## src/rtl/dmi_txn_tracker_if.sv

```systemverilog
// Handshake bundle between the DMI request stage, the tracker, the DM core and the DTM.
// slave is the tracker's view; master is the view of whatever surrounds it.
interface dmi_txn_tracker_if;
  logic [40:0] dmi_req;
  logic        dmi_req_valid;
  logic        dmi_req_ready;
  logic [40:0] dm_req;
  logic        dm_req_valid;
  logic        dm_req_ready;
  logic [33:0] dm_resp;
  logic        dm_resp_valid;
  logic        dm_resp_ready;
  logic [33:0] dmi_resp;
  logic        dmi_resp_valid;
  logic        dmi_resp_ready;
  logic        busy;
  logic        timeout;

  modport slave (
    input  dmi_req, dmi_req_valid, dm_req_ready, dm_resp, dm_resp_valid, dmi_resp_ready,
    output dmi_req_ready, dm_req, dm_req_valid, dm_resp_ready, dmi_resp, dmi_resp_valid,
           busy, timeout
  );

  modport master (
    output dmi_req, dmi_req_valid, dm_req_ready, dm_resp, dm_resp_valid, dmi_resp_ready,
    input  dmi_req_ready, dm_req, dm_req_valid, dm_resp_ready, dmi_resp, dmi_resp_valid,
           busy, timeout
  );
endinterface

```

## src/rtl/dmi_txn_tracker.sv

```systemverilog
// Single-outstanding DMI transaction tracker: forwards READ/WRITE to the DM core and
// always returns a registered response upstream, synthesising one for NOP or a stalled core.
//   state | meaning
//   IDLE  | ready for a new DMI request
//   ISSUE | request offered to the DM core
//   WAIT  | waiting for the core response, timeout counter running
//   RESP  | response offered to the DTM
//   DRAIN | after a timeout, swallowing a late core response (bounded)
module dmi_txn_tracker #(
  parameter int unsigned TimeoutCycles = 256
) (
  input  logic               clk_i,
  input  logic               rst_ni,
  dmi_txn_tracker_if.slave   bus
);
  localparam int unsigned     CntW    = $clog2(TimeoutCycles + 1);
  localparam logic [CntW-1:0] CntLast = CntW'(TimeoutCycles - 1);
  localparam logic [CntW-1:0] CntMax  = '1;
  localparam logic [1:0]      OpNop   = 2'b00;
  localparam logic [1:0]      OpRead  = 2'b01;
  localparam logic [1:0]      OpWrite = 2'b10;
  localparam logic [1:0]      RespOk  = 2'b00;
  localparam logic [1:0]      RespErr = 2'b10;

  typedef enum logic [2:0] {IDLE, ISSUE, WAIT, RESP, DRAIN} state_e;

  state_e          state_q, state_d;
  logic [CntW-1:0] cnt_q, cnt_d;
  logic            drop_q, drop_d;
  logic [40:0]     dm_req_q, dm_req_d;
  logic [33:0]     dmi_resp_q, dmi_resp_d;
  logic            timeout_q, timeout_d;
  logic            dmi_req_ready_q, dmi_req_ready_d;
  logic            dm_req_valid_q, dm_req_valid_d;
  logic            dm_resp_ready_q, dm_resp_ready_d;
  logic            dmi_resp_valid_q, dmi_resp_valid_d;
  logic            busy_q, busy_d;
  logic [1:0]      req_op;

  assign req_op = bus.dmi_req[33:32];

  always_comb begin
    state_d    = state_q;
    cnt_d      = cnt_q;
    drop_d     = drop_q;
    dm_req_d   = dm_req_q;
    dmi_resp_d = dmi_resp_q;
    timeout_d  = 1'b0;
    unique case (state_q)
      IDLE: begin
        if (bus.dmi_req_valid) begin
          if (req_op == OpRead || req_op == OpWrite) begin
            dm_req_d = bus.dmi_req;
            state_d  = ISSUE;
          end else begin
            dmi_resp_d = {32'h0, (req_op == OpNop) ? RespOk : RespErr};
            state_d    = RESP;
          end
        end
      end
      ISSUE: begin
        if (bus.dm_req_ready) begin
          cnt_d   = '0;
          state_d = WAIT;
        end
      end
      WAIT: begin
        // A response arriving on the timeout cycle still wins.
        if (bus.dm_resp_valid) begin
          dmi_resp_d = bus.dm_resp;
          cnt_d      = '0;
          state_d    = RESP;
        end else if (cnt_q == CntLast) begin
          dmi_resp_d = {32'h0, RespErr};
          timeout_d  = 1'b1;
          drop_d     = 1'b1;
          cnt_d      = '0;
          state_d    = RESP;
        end else if (cnt_q != CntMax) begin
          cnt_d = cnt_q + CntW'(1);
        end
      end
      RESP: begin
        if (bus.dmi_resp_ready) state_d = drop_q ? DRAIN : IDLE;
      end
      DRAIN: begin
        if (bus.dm_resp_valid || cnt_q == CntLast) begin
          drop_d  = 1'b0;
          cnt_d   = '0;
          state_d = IDLE;
        end else if (cnt_q != CntMax) begin
          cnt_d = cnt_q + CntW'(1);
        end
      end
      default: state_d = IDLE;
    endcase

    dmi_req_ready_d  = (state_d == IDLE);
    dm_req_valid_d   = (state_d == ISSUE);
    dm_resp_ready_d  = (state_d == WAIT) || (state_d == DRAIN);
    dmi_resp_valid_d = (state_d == RESP);
    busy_d           = (state_d != IDLE);
  end

  always_ff @(posedge clk_i or negedge rst_ni) begin
    if (!rst_ni) begin
      state_q          <= IDLE;
      cnt_q            <= '0;
      drop_q           <= 1'b0;
      dm_req_q         <= '0;
      dmi_resp_q       <= '0;
      timeout_q        <= 1'b0;
      dmi_req_ready_q  <= 1'b1;
      dm_req_valid_q   <= 1'b0;
      dm_resp_ready_q  <= 1'b0;
      dmi_resp_valid_q <= 1'b0;
      busy_q           <= 1'b0;
    end else begin
      state_q          <= state_d;
      cnt_q            <= cnt_d;
      drop_q           <= drop_d;
      dm_req_q         <= dm_req_d;
      dmi_resp_q       <= dmi_resp_d;
      timeout_q        <= timeout_d;
      dmi_req_ready_q  <= dmi_req_ready_d;
      dm_req_valid_q   <= dm_req_valid_d;
      dm_resp_ready_q  <= dm_resp_ready_d;
      dmi_resp_valid_q <= dmi_resp_valid_d;
      busy_q           <= busy_d;
    end
  end

  assign bus.dmi_req_ready  = dmi_req_ready_q;
  assign bus.dm_req         = dm_req_q;
  assign bus.dm_req_valid   = dm_req_valid_q;
  assign bus.dm_resp_ready  = dm_resp_ready_q;
  assign bus.dmi_resp       = dmi_resp_q;
  assign bus.dmi_resp_valid = dmi_resp_valid_q;
  assign bus.busy           = busy_q;
  assign bus.timeout        = timeout_q;
endmodule

```

## src/flat_wrapper.sv

```systemverilog
// flat-port wrapper written by rule: the top's interface ports become plain ports
module dmi_txn_tracker_flat 
#(
  parameter int unsigned TimeoutCycles = 256
)
  (clk_i, rst_ni, bus_dmi_req, bus_dmi_req_valid, bus_dm_req_ready, bus_dm_resp, bus_dm_resp_valid, bus_dmi_resp_ready, bus_dmi_req_ready, bus_dm_req, bus_dm_req_valid, bus_dm_resp_ready, bus_dmi_resp, bus_dmi_resp_valid, bus_busy, bus_timeout);
  dmi_txn_tracker_if bus_i ();
  input  logic clk_i;
  input  logic rst_ni;
  input wire logic [$bits(bus_i.dmi_req)-1:0] bus_dmi_req;
  input wire logic [$bits(bus_i.dmi_req_valid)-1:0] bus_dmi_req_valid;
  input wire logic [$bits(bus_i.dm_req_ready)-1:0] bus_dm_req_ready;
  input wire logic [$bits(bus_i.dm_resp)-1:0] bus_dm_resp;
  input wire logic [$bits(bus_i.dm_resp_valid)-1:0] bus_dm_resp_valid;
  input wire logic [$bits(bus_i.dmi_resp_ready)-1:0] bus_dmi_resp_ready;
  output wire logic [$bits(bus_i.dmi_req_ready)-1:0] bus_dmi_req_ready;
  output wire logic [$bits(bus_i.dm_req)-1:0] bus_dm_req;
  output wire logic [$bits(bus_i.dm_req_valid)-1:0] bus_dm_req_valid;
  output wire logic [$bits(bus_i.dm_resp_ready)-1:0] bus_dm_resp_ready;
  output wire logic [$bits(bus_i.dmi_resp)-1:0] bus_dmi_resp;
  output wire logic [$bits(bus_i.dmi_resp_valid)-1:0] bus_dmi_resp_valid;
  output wire logic [$bits(bus_i.busy)-1:0] bus_busy;
  output wire logic [$bits(bus_i.timeout)-1:0] bus_timeout;
  assign bus_i.dmi_req = bus_dmi_req;
  assign bus_i.dmi_req_valid = bus_dmi_req_valid;
  assign bus_i.dm_req_ready = bus_dm_req_ready;
  assign bus_i.dm_resp = bus_dm_resp;
  assign bus_i.dm_resp_valid = bus_dm_resp_valid;
  assign bus_i.dmi_resp_ready = bus_dmi_resp_ready;
  assign bus_dmi_req_ready = bus_i.dmi_req_ready;
  assign bus_dm_req = bus_i.dm_req;
  assign bus_dm_req_valid = bus_i.dm_req_valid;
  assign bus_dm_resp_ready = bus_i.dm_resp_ready;
  assign bus_dmi_resp = bus_i.dmi_resp;
  assign bus_dmi_resp_valid = bus_i.dmi_resp_valid;
  assign bus_busy = bus_i.busy;
  assign bus_timeout = bus_i.timeout;
  dmi_txn_tracker #(.TimeoutCycles(TimeoutCycles)) u_core (.clk_i(clk_i), .rst_ni(rst_ni), .bus(bus_i));
endmodule
```

## config.mk

```make
export PLATFORM = sky130hd
export DESIGN_NAME = dmi_txn_tracker_flat
export DESIGN_NICKNAME = d
export VERILOG_FILES = /design/src/rtl/dmi_txn_tracker_if.sv /design/src/rtl/dmi_txn_tracker.sv /design/src/flat_wrapper.sv
export SDC_FILE = /design/constraint.sdc
export NUM_CORES = 1
export LEC_CHECK = 0
export ABC_AREA = 1
export CAP_MARGIN = 10
export CELL_PAD_IN_SITES_DETAIL_PLACEMENT = 1
export CELL_PAD_IN_SITES_GLOBAL_PLACEMENT = 2
export CORE_AREA = 2 2 103 179
export DETAILED_ROUTE_END_ITERATION = 10
export DIE_AREA = 0 0 105 181
export PLACE_DENSITY_LB_ADDON = 0.2
export SLEW_MARGIN = 0
export SYNTH_ARGS = -nofsm -noshare
export SYNTH_HDL_FRONTEND = slang
export SYNTH_SLANG_ARGS = --single-unit
```

## constraint.sdc

```tcl
create_clock -name clk_i -period 1.5 [get_ports clk_i]
set_clock_uncertainty 0.1 [all_clocks]
set_input_delay 0.225 -clock clk_i [delete_from_list [all_inputs] [get_ports clk_i]]
set_output_delay 0.225 -clock clk_i [all_outputs]
set_load 0.02 [all_outputs]
```

==> load_flow_metrics.sql <==
INSERT INTO impl_metrics (metric_group, metric, value, unit) VALUES
('power', 'p_per_area', '1870', 'mW/mm²'),
('power', 'peakVddDrop', '0.697', 'mV'),
('timing', 'setup_repair_after_global_routing_missed_its_margin', 'yes', ''),
('power', 'seq_power_share', '32.0', '%'),
('die', 'floorplan.die.width', '105', 'µm'),
('worst_setup_path', 'worstPathMaxFanout', '6', ''),
('clock_network', 'clkLatencyLatePin', '340', 'ps'),
('timing', 'hold_violations', '0', ''),
('route', 'post_detailed_routing_wire_length', '13500', 'µm'),
('clock_network', 'clkSinkCount', '94', ''),
('final_layout', 'n_antenna_cell', '0', ''),
('worst_setup_path', 'crit_path_end_kind', 'flip-flop', ''),
('clock_network', 'clk_pin_slew_worst_paths', '70', 'ps'),
('worst_setup_path', 'cpMaxStageDelayCell', 'sky130_fd_sc_hd__dfrtp_1', ''),
('route', 'vias', '3514', ''),
('worst_setup_path', 'setup.worst_path.start', 'u_core.cnt_q[0]', ''),
('die', 'die_height', '181', 'µm'),
('route', 'average_wire_per_cell_in_the_routed_design', '15.9', 'µm'),
('die', 'initial_core_utilization', '22.6', '%'),
('placed_design', 'place.gp.congestion', '0.783', ''),
('die', 'core.rowCount', '64', ''),
('die', 'die_area', '0.0190', 'mm²'),
('final_layout', 'fillers', '2014', ''),
('global_routing', 'grt_antenna_before_repair', '0', ''),
('logic_synthesis', 'syn_inst', '379', ''),
('worst_setup_path', 'path_cells', 'ha_2, inv_2, nor2_4, nand3_4, nand2_4, nand2_4, nand2_8, buf_6, inv_12, nand2_4, nand2_2', ''),
('logic_synthesis', 'mappedNetlistArea', '0.00395', 'mm²'),
('worst_setup_path', 'slowest_delay', '360', 'ps'),
('timing', 'transition_time_at_the_pin_with_the_least_slew_margin', '449', 'ps'),
('global_routing', 'globalRouteTotalUtil', '14.1', '%'),
('final_layout', 'layout.cells.most_common', 'sky130_fd_sc_hd__nand2_1', ''),
('power', 'switching_share', '39.7', '%'),
('worst_setup_path', 'cp_data_arrival_time', '1760', 'ps'),
('run_status', 'status', 'complete, but fails checks', ''),
('worst_hold_path', 'worstHoldStart', 'bus_dmi_req[32]', ''),
('run', 'maxCapViolCount', '0', ''),
('placed_design', 'dpl_worst_slack', '-533', 'ps'),
('worst_hold_path', 'hold_class', 'in2reg', ''),
('power', 'clock_power_share', '18.0', '%'),
('timing', 'finalMaxSlewViolations', '0', ''),
('logic_synthesis', 'syn_avg_cell_area', '10.4', 'µm²'),
('power', 'netSwitchingPower', '5.23', 'mW'),
('route', 'via_per_inst', '4.13', ''),
('placed_design', 'numPortBuffers', '161', ''),
('route', 'dr.first_iter.drc_count', '92', ''),
('global_routing', 'number_of_global_route_vias_before_repair', '3804', ''),
('global_routing', 'grt_pass1_wl', '20800', 'µm'),
('clock_network', 'tritoncts', 'yes', ''),
('power', 'total_leakage_power', '3.51', 'nW'),
('clock_network', 'max-clock-path-buffers', '2', ''),
('logic_synthesis', 'synth_seq_area_share', '59.5', '%'),
('placed_design', 'hpwlAfterDp', '9650', 'µm'),
('global_routing', 'grt_start_max_net_pins', '28', ''),
('power', 'combinational_cell_fraction_of_total_power', '50.0', '%'),
('route', 'drtPass1Iterations', '4', ''),
('run_status', 'violations', 'negative setup slack', ''),
('worst_setup_path', 'setup.worst_path.class', 'reg2reg', ''),
('global_routing', 'grt-ovfl-total', '0', ''),
('worst_setup_path', 'crit_path_frequent_cell', 'sky130_fd_sc_hd__nand2_4', ''),
('route', 'post-route-drc-count', '0', ''),
('logic_synthesis', 'ys_seq_elements', '94', ''),
('worst_setup_path', 'critPathRequiredTime', '1630', 'ps'),
('timing', 'setup_viol_count_final', '76', ''),
('power', 'power.total', '13.2', 'mW'),
('worst_setup_path', 'critical_path_buf_inv_count', '3', ''),
('timing', 'final.setup.worst_slack', '-128', 'ps'),
('logic_synthesis', 'yosysUniqueCellTypes', '28', ''),
('worst_setup_path', 'timing.rr.start', 'u_core.cnt_q[0]', ''),
('timing', 'final.min_clock_period', '1630', 'ps'),
('logic_synthesis', 'syn-num-nets', '462', ''),
('final_layout', 'most-common-layout-cells', '114 x sky130_fd_sc_hd__nand2_1, 92 x sky130_fd_sc_hd__dfrtp_1, 81 x sky130_fd_sc_hd__dlygate4sd2_1, 77 x sky130_fd_sc_hd__clkdlybuf4s50_1, 48 x sky130_fd_sc_hd__buf_4', '');
-- path summary, 6_finish.rpt --
check / slack, ps / cells after the start / to
max in group asynchronous: 510 / 3 / u_core.bus.dm_req_valid
max reg2reg: -130 / 11 / u_core.bus.dmi_resp[29]
min reg2reg: 380 / 2 / u_core.bus.dmi_resp[1]
min in group asynchronous: 260 / 2 / u_core.bus.dm_req[19]
min: 120 / 3 / u_core.bus.dm_req[32]
max: -130 / 11 / u_core.bus.dmi_resp[29]
-- routing by layer --
layer / global-route usage, % / share of wire (%) / up-vias
met2: 26.7 / 57 / 105
met1: 15.3 / 38 / 1719
li1: - / - / 1676
met3: 2.49 / 3.6 / 14
met5: 0 / 0 / -
met4: 5.39 / 2.0 / 0
-- sequential cells by signal, summed over array words and instances, names as in the netlist --
| name | count |
|---|---|
| u_core.bus.dm_req_valid | 1 |
| u_core.bus.dmi_resp | 34 |
| u_core.state_q | 3 |
| u_core.bus.dmi_req_ready | 1 |
| u_core.bus.dm_req | 41 |
| u_core.bus.busy | 1 |
| u_core.drop_q | 1 |
| u_core.cnt_q | 9 |
| u_core.bus.dmi_resp_valid | 1 |
| u_core.bus.dm_resp_ready | 1 |
| u_core.bus.timeout | 1 |
-- final cells by class --
| cell class | instances | area [µm²] | share of cell area (%) |
|---|---|---|---|
| inverter | 26 | 110 | 1.56 |
| clock inverter | 6 | 75.1 | 1.06 |
| sequential | 94 | 2350 | 33.4 |
| multi-input combinational | 249 | 1720 | 24.3 |
| timing repair inverter | 5 | 66.3 | 0.940 |
| timing repair buffer | 229 | 2220 | 31.4 |
| tap | 231 | 289 | 4.10 |
| clock buffer | 10 | 229 | 3.24 |
-- cells in the mapped netlist (all sizes together) --
cell type | number | area (µm²)
nand2 | 159 | 649
dfrtp | 93 | 2330
mux2 | 39 | 439
inv | 26 | 100
nand3 | 12 | 77.6
nor2 | 12 | 60.1
buf | 10 | 97.6
o21ai | 8 | 40.0
a21oi | 4 | 20.0
nor3 | 3 | 15.0
xnor2 | 3 | 26.3
ha | 2 | 25.0
nand4 | 2 | 12.5
o211ai | 2 | 15.0
a31oi | 1 | 6.26
dfstp | 1 | 26.3
nand3b | 1 | 7.51
o21a | 1 | 7.51
-- power groups by stage --
stage               clock network (mW)  logic (mW)  registers, mW
finish                            2.37        6.59           4.22
global route                      2.56        7.10           4.38
CTS                               2.47        5.91           4.17
detailed placement                   0        6.17           4.22
global placement                     0        6.04           4.18
floorplan                            0        1.74           5.43
-- per-stage QoR --
stage               TNS (ps)  instances  cell area [µm²]  utilization (%)
finish                 -4230        850             7060             40.4
global route          -11770        850             7060             40.4
global placement      -37700        804             6140             35.2
CTS                    -6720        835             6590             37.8
floorplan              -2550        379             3960                -
detailed placement    -38500        804             6140             35.2
-- worst min-delay path: cells and delay by family --
family	cells	cell delay (ps)
AO/OA/AOI/OAI	1	90
buffers and inverters	2	190
-- logic make-up after synthesis --
family	synth area share, %
adders and majority gates	0.633
and+or+nand+nor	20.8
AOI/OAI and AO/OA	2.25
muxes	11.1
buffers and inverters	5.00
DFF	59.5
xor gates and xnor gates	0.665
-- what timing repair did --
action / in CTS / in global routing
buffers inserted: 9 / 11
gates resized for setup: 117 / 74
cloned: 5 / 4
endpoints found under the hold margin: 22 / 0
pin swaps: 9 / 17
hold buffers: 1 / 0
setup endpoints to repair: 167 / 91
Note: power is estimated with default switching activity, not from simulation.
==> edit (same settings) <==
`TimeoutCycles` is set to 256 in 2 places; all go to 128.
--- a/src/rtl/dmi_txn_tracker.sv
+++ b/src/rtl/dmi_txn_tracker.sv
@@ -7,7 +7,7 @@
 //   RESP  | response offered to the DTM
 //   DRAIN | after a timeout, swallowing a late core response (bounded)
 module dmi_txn_tracker #(
-  parameter int unsigned TimeoutCycles = 256
+  parameter int unsigned TimeoutCycles = 128
 ) (
   input  logic               clk_i,
   input  logic               rst_ni,
--- a/src/flat_wrapper.sv
+++ b/src/flat_wrapper.sv
@@ -1,7 +1,7 @@
 // flat-port wrapper written by rule: the top's interface ports become plain ports
 module dmi_txn_tracker_flat 
 #(
-  parameter int unsigned TimeoutCycles = 256
+  parameter int unsigned TimeoutCycles = 128
 )
   (clk_i, rst_ni, bus_dmi_req, bus_dmi_req_valid, bus_dm_req_ready, bus_dm_resp, bus_dm_resp_valid, bus_dmi_resp_ready, bus_dmi_req_ready, bus_dm_req, bus_dm_req_valid, bus_dm_resp_ready, bus_dmi_resp, bus_dmi_resp_valid, bus_busy, bus_timeout);
   dmi_txn_tracker_if bus_i ();
Check against the original RTL: same outputs for any inputs over 4 cycles, from zero or initial values and one cycle with rst_ni low; that may be too few to reach the edited logic, so the function may still have changed.
==> edit against the unedited design <==
The flow still finishes with violations (negative setup slack). Sequential power down 2%. Sequential share of layout area up 0.61 points. Combinational power up 4.7%. Power up 2.4%. Final cell count down 3.4%. Critical endpoint is now u_core.bus.dmi_resp[18]. Sequential cell count down 1. Final area down 2.8%. Area after synthesis down 1.8%. Largest power group unchanged. Worst setup slack better by 0.095 ns. Wire length up 0.38%.
==> edit: results <==
metrics = {
    "critical_path": {
        "rr_worst_depth": 9,
        "r2r_start": "u_core.cnt_q[1]",
        "slowest_delay_ns": 0.38,
        "r2r_end": "u_core.bus.dmi_resp[18]",
        "crit_end": "u_core.bus.dmi_resp[18]",
        "cp.arrival_ns": 1.71,
    },
    "synthesis": {
        "ys_top_cells_by_area": "dfrtp_1 (59%), nand2_1 (14%), mux2_2 (9.3%), buf_6 (2.0%), mux2_1 (2.0%)",
        "synth_top_cells_by_count": "nand2_1 (141), dfrtp_1 (92), mux2_2 (32), inv_1 (19)",
        "ys_seq_area_frac": 0.600,
        "netlist-cell-type-count": 27,
        "synth_cells": 370,
        "synth_top_area_share": 0.593,
        "synth_nets": 453,
    },
    "grt": {
        "track_usage": 0.140,
        "grt_start_max_net_pins": 30,
        "grt_pass1_vias": 3810,
    },
    "placed_design": {
        "dpl.cell_count": 782,
        "place_area_um2": 5970,
        "hpwl_um": 9410,
        "portBuffers": 161,
        "gp_congestion": 0.800,
        "dp_worst_setup_slack_ns": -0.643,
    },
    "route": {
        "vias": 3433,
        "drt-initial-drc-count": 86,
        "wl_met1_um": 4820,
        "detail_route.vias_per_cell": 4.18,
        "met3RoutedLength_um": 515,
        "wl_per_cell_um": 16.5,
    },
    "power": {
        "p_leak_nw": 3.37,
        "irDropWorstVdd_v": 0.000548,
    },
    "cells_and_area": {
        "nFillCells": 2029,
        "final_nets": 669,
        "design_area_um2": 6860,
        "drive_above_1_share": 0.308,
    },
    "timing": {
        "fin_ws_ns": -0.0330,
        "worstMarginPinSlew_ns": 0.440,
        "setup_viol_count_final": 27,
    },
    "outcome": {
        "status": "finished with violations",
        "violations": "negative setup slack",
    },
    "cts": {
        "cts_setup_buffers": 10,
        "post_cts_resized": 142,
    },
}
## edit: cell types whose count changed in the layout (fill, tap and decap cells not counted), moves of 4 or more
cell and change:
buf_4 -18, inv_8 -4, mux2_2 +5, mux2_4 -5, nand2_1 -14, nand2_8 +4
nand3_1 +4, nand3_2 -4, nand3_4 +4, nor2_1 +4, o21ai_0 +5
## edit: report_power, final
part	internal [mW]	total, mW	switching [mW]
Clock	1.50	2.48	0.978
Combinational	3.11	6.90	3.78
Sequential	3.55	4.12	0.566
## edit: cell families (layout without fill, tap and decap cells)
kind of cell               Yosys count  count (layout)  share of synthesized area
AOI/OAI and AO/OA                   21              21                     0.0316
and+or+nand+nor                    182             187                      0.200
DFF                                 93              93                      0.600
adders and majority gates            2               2                    0.00645
muxes                               39              39                      0.113
buffers and inverters               33             248                     0.0490
## edit: layout make-up
class                           instances  area (um^2)  area share
Multi-Input combinational cell        249         1740       0.253
Clock inverter                          5         83.8      0.0122
Timing Repair Buffer                  210         2090       0.304
Clock buffer                           10          239      0.0348
Tap cell                              231          289      0.0421
Inverter                               23         93.8      0.0137
Sequential cell                        93         2330       0.340
## edit: per-layer routing
layer  vias to the layer above  track usage
li1                       1628            -
met1                      1696        0.144
met2                        96        0.274
met3                        13       0.0274
met4                         0       0.0464
met5                         -            0
## edit: worst reg2reg max path, delay by kind of cell, from the launching register on
kind,cells,cell delay (ns)
simple gates,6,0.56
buf+inv,2,0.25
fa+ha+maj,1,0.19
flops,1,0.38
## edit: metrics by stage
| stage | hold slack, ns | TNS (ns) |
|---|---|---|
| 2_1_floorplan | -0.171 | 0 |
| 3_3_place_gp | 0.0985 | -40.50 |
| 3_5_place_dp | 0.108 | -42.71 |
| 4_1_cts | 0.225 | -1.89 |
| 5_1_grt | 0.248 | -5.04 |
| 6_report | 0.242 | -0.398 |
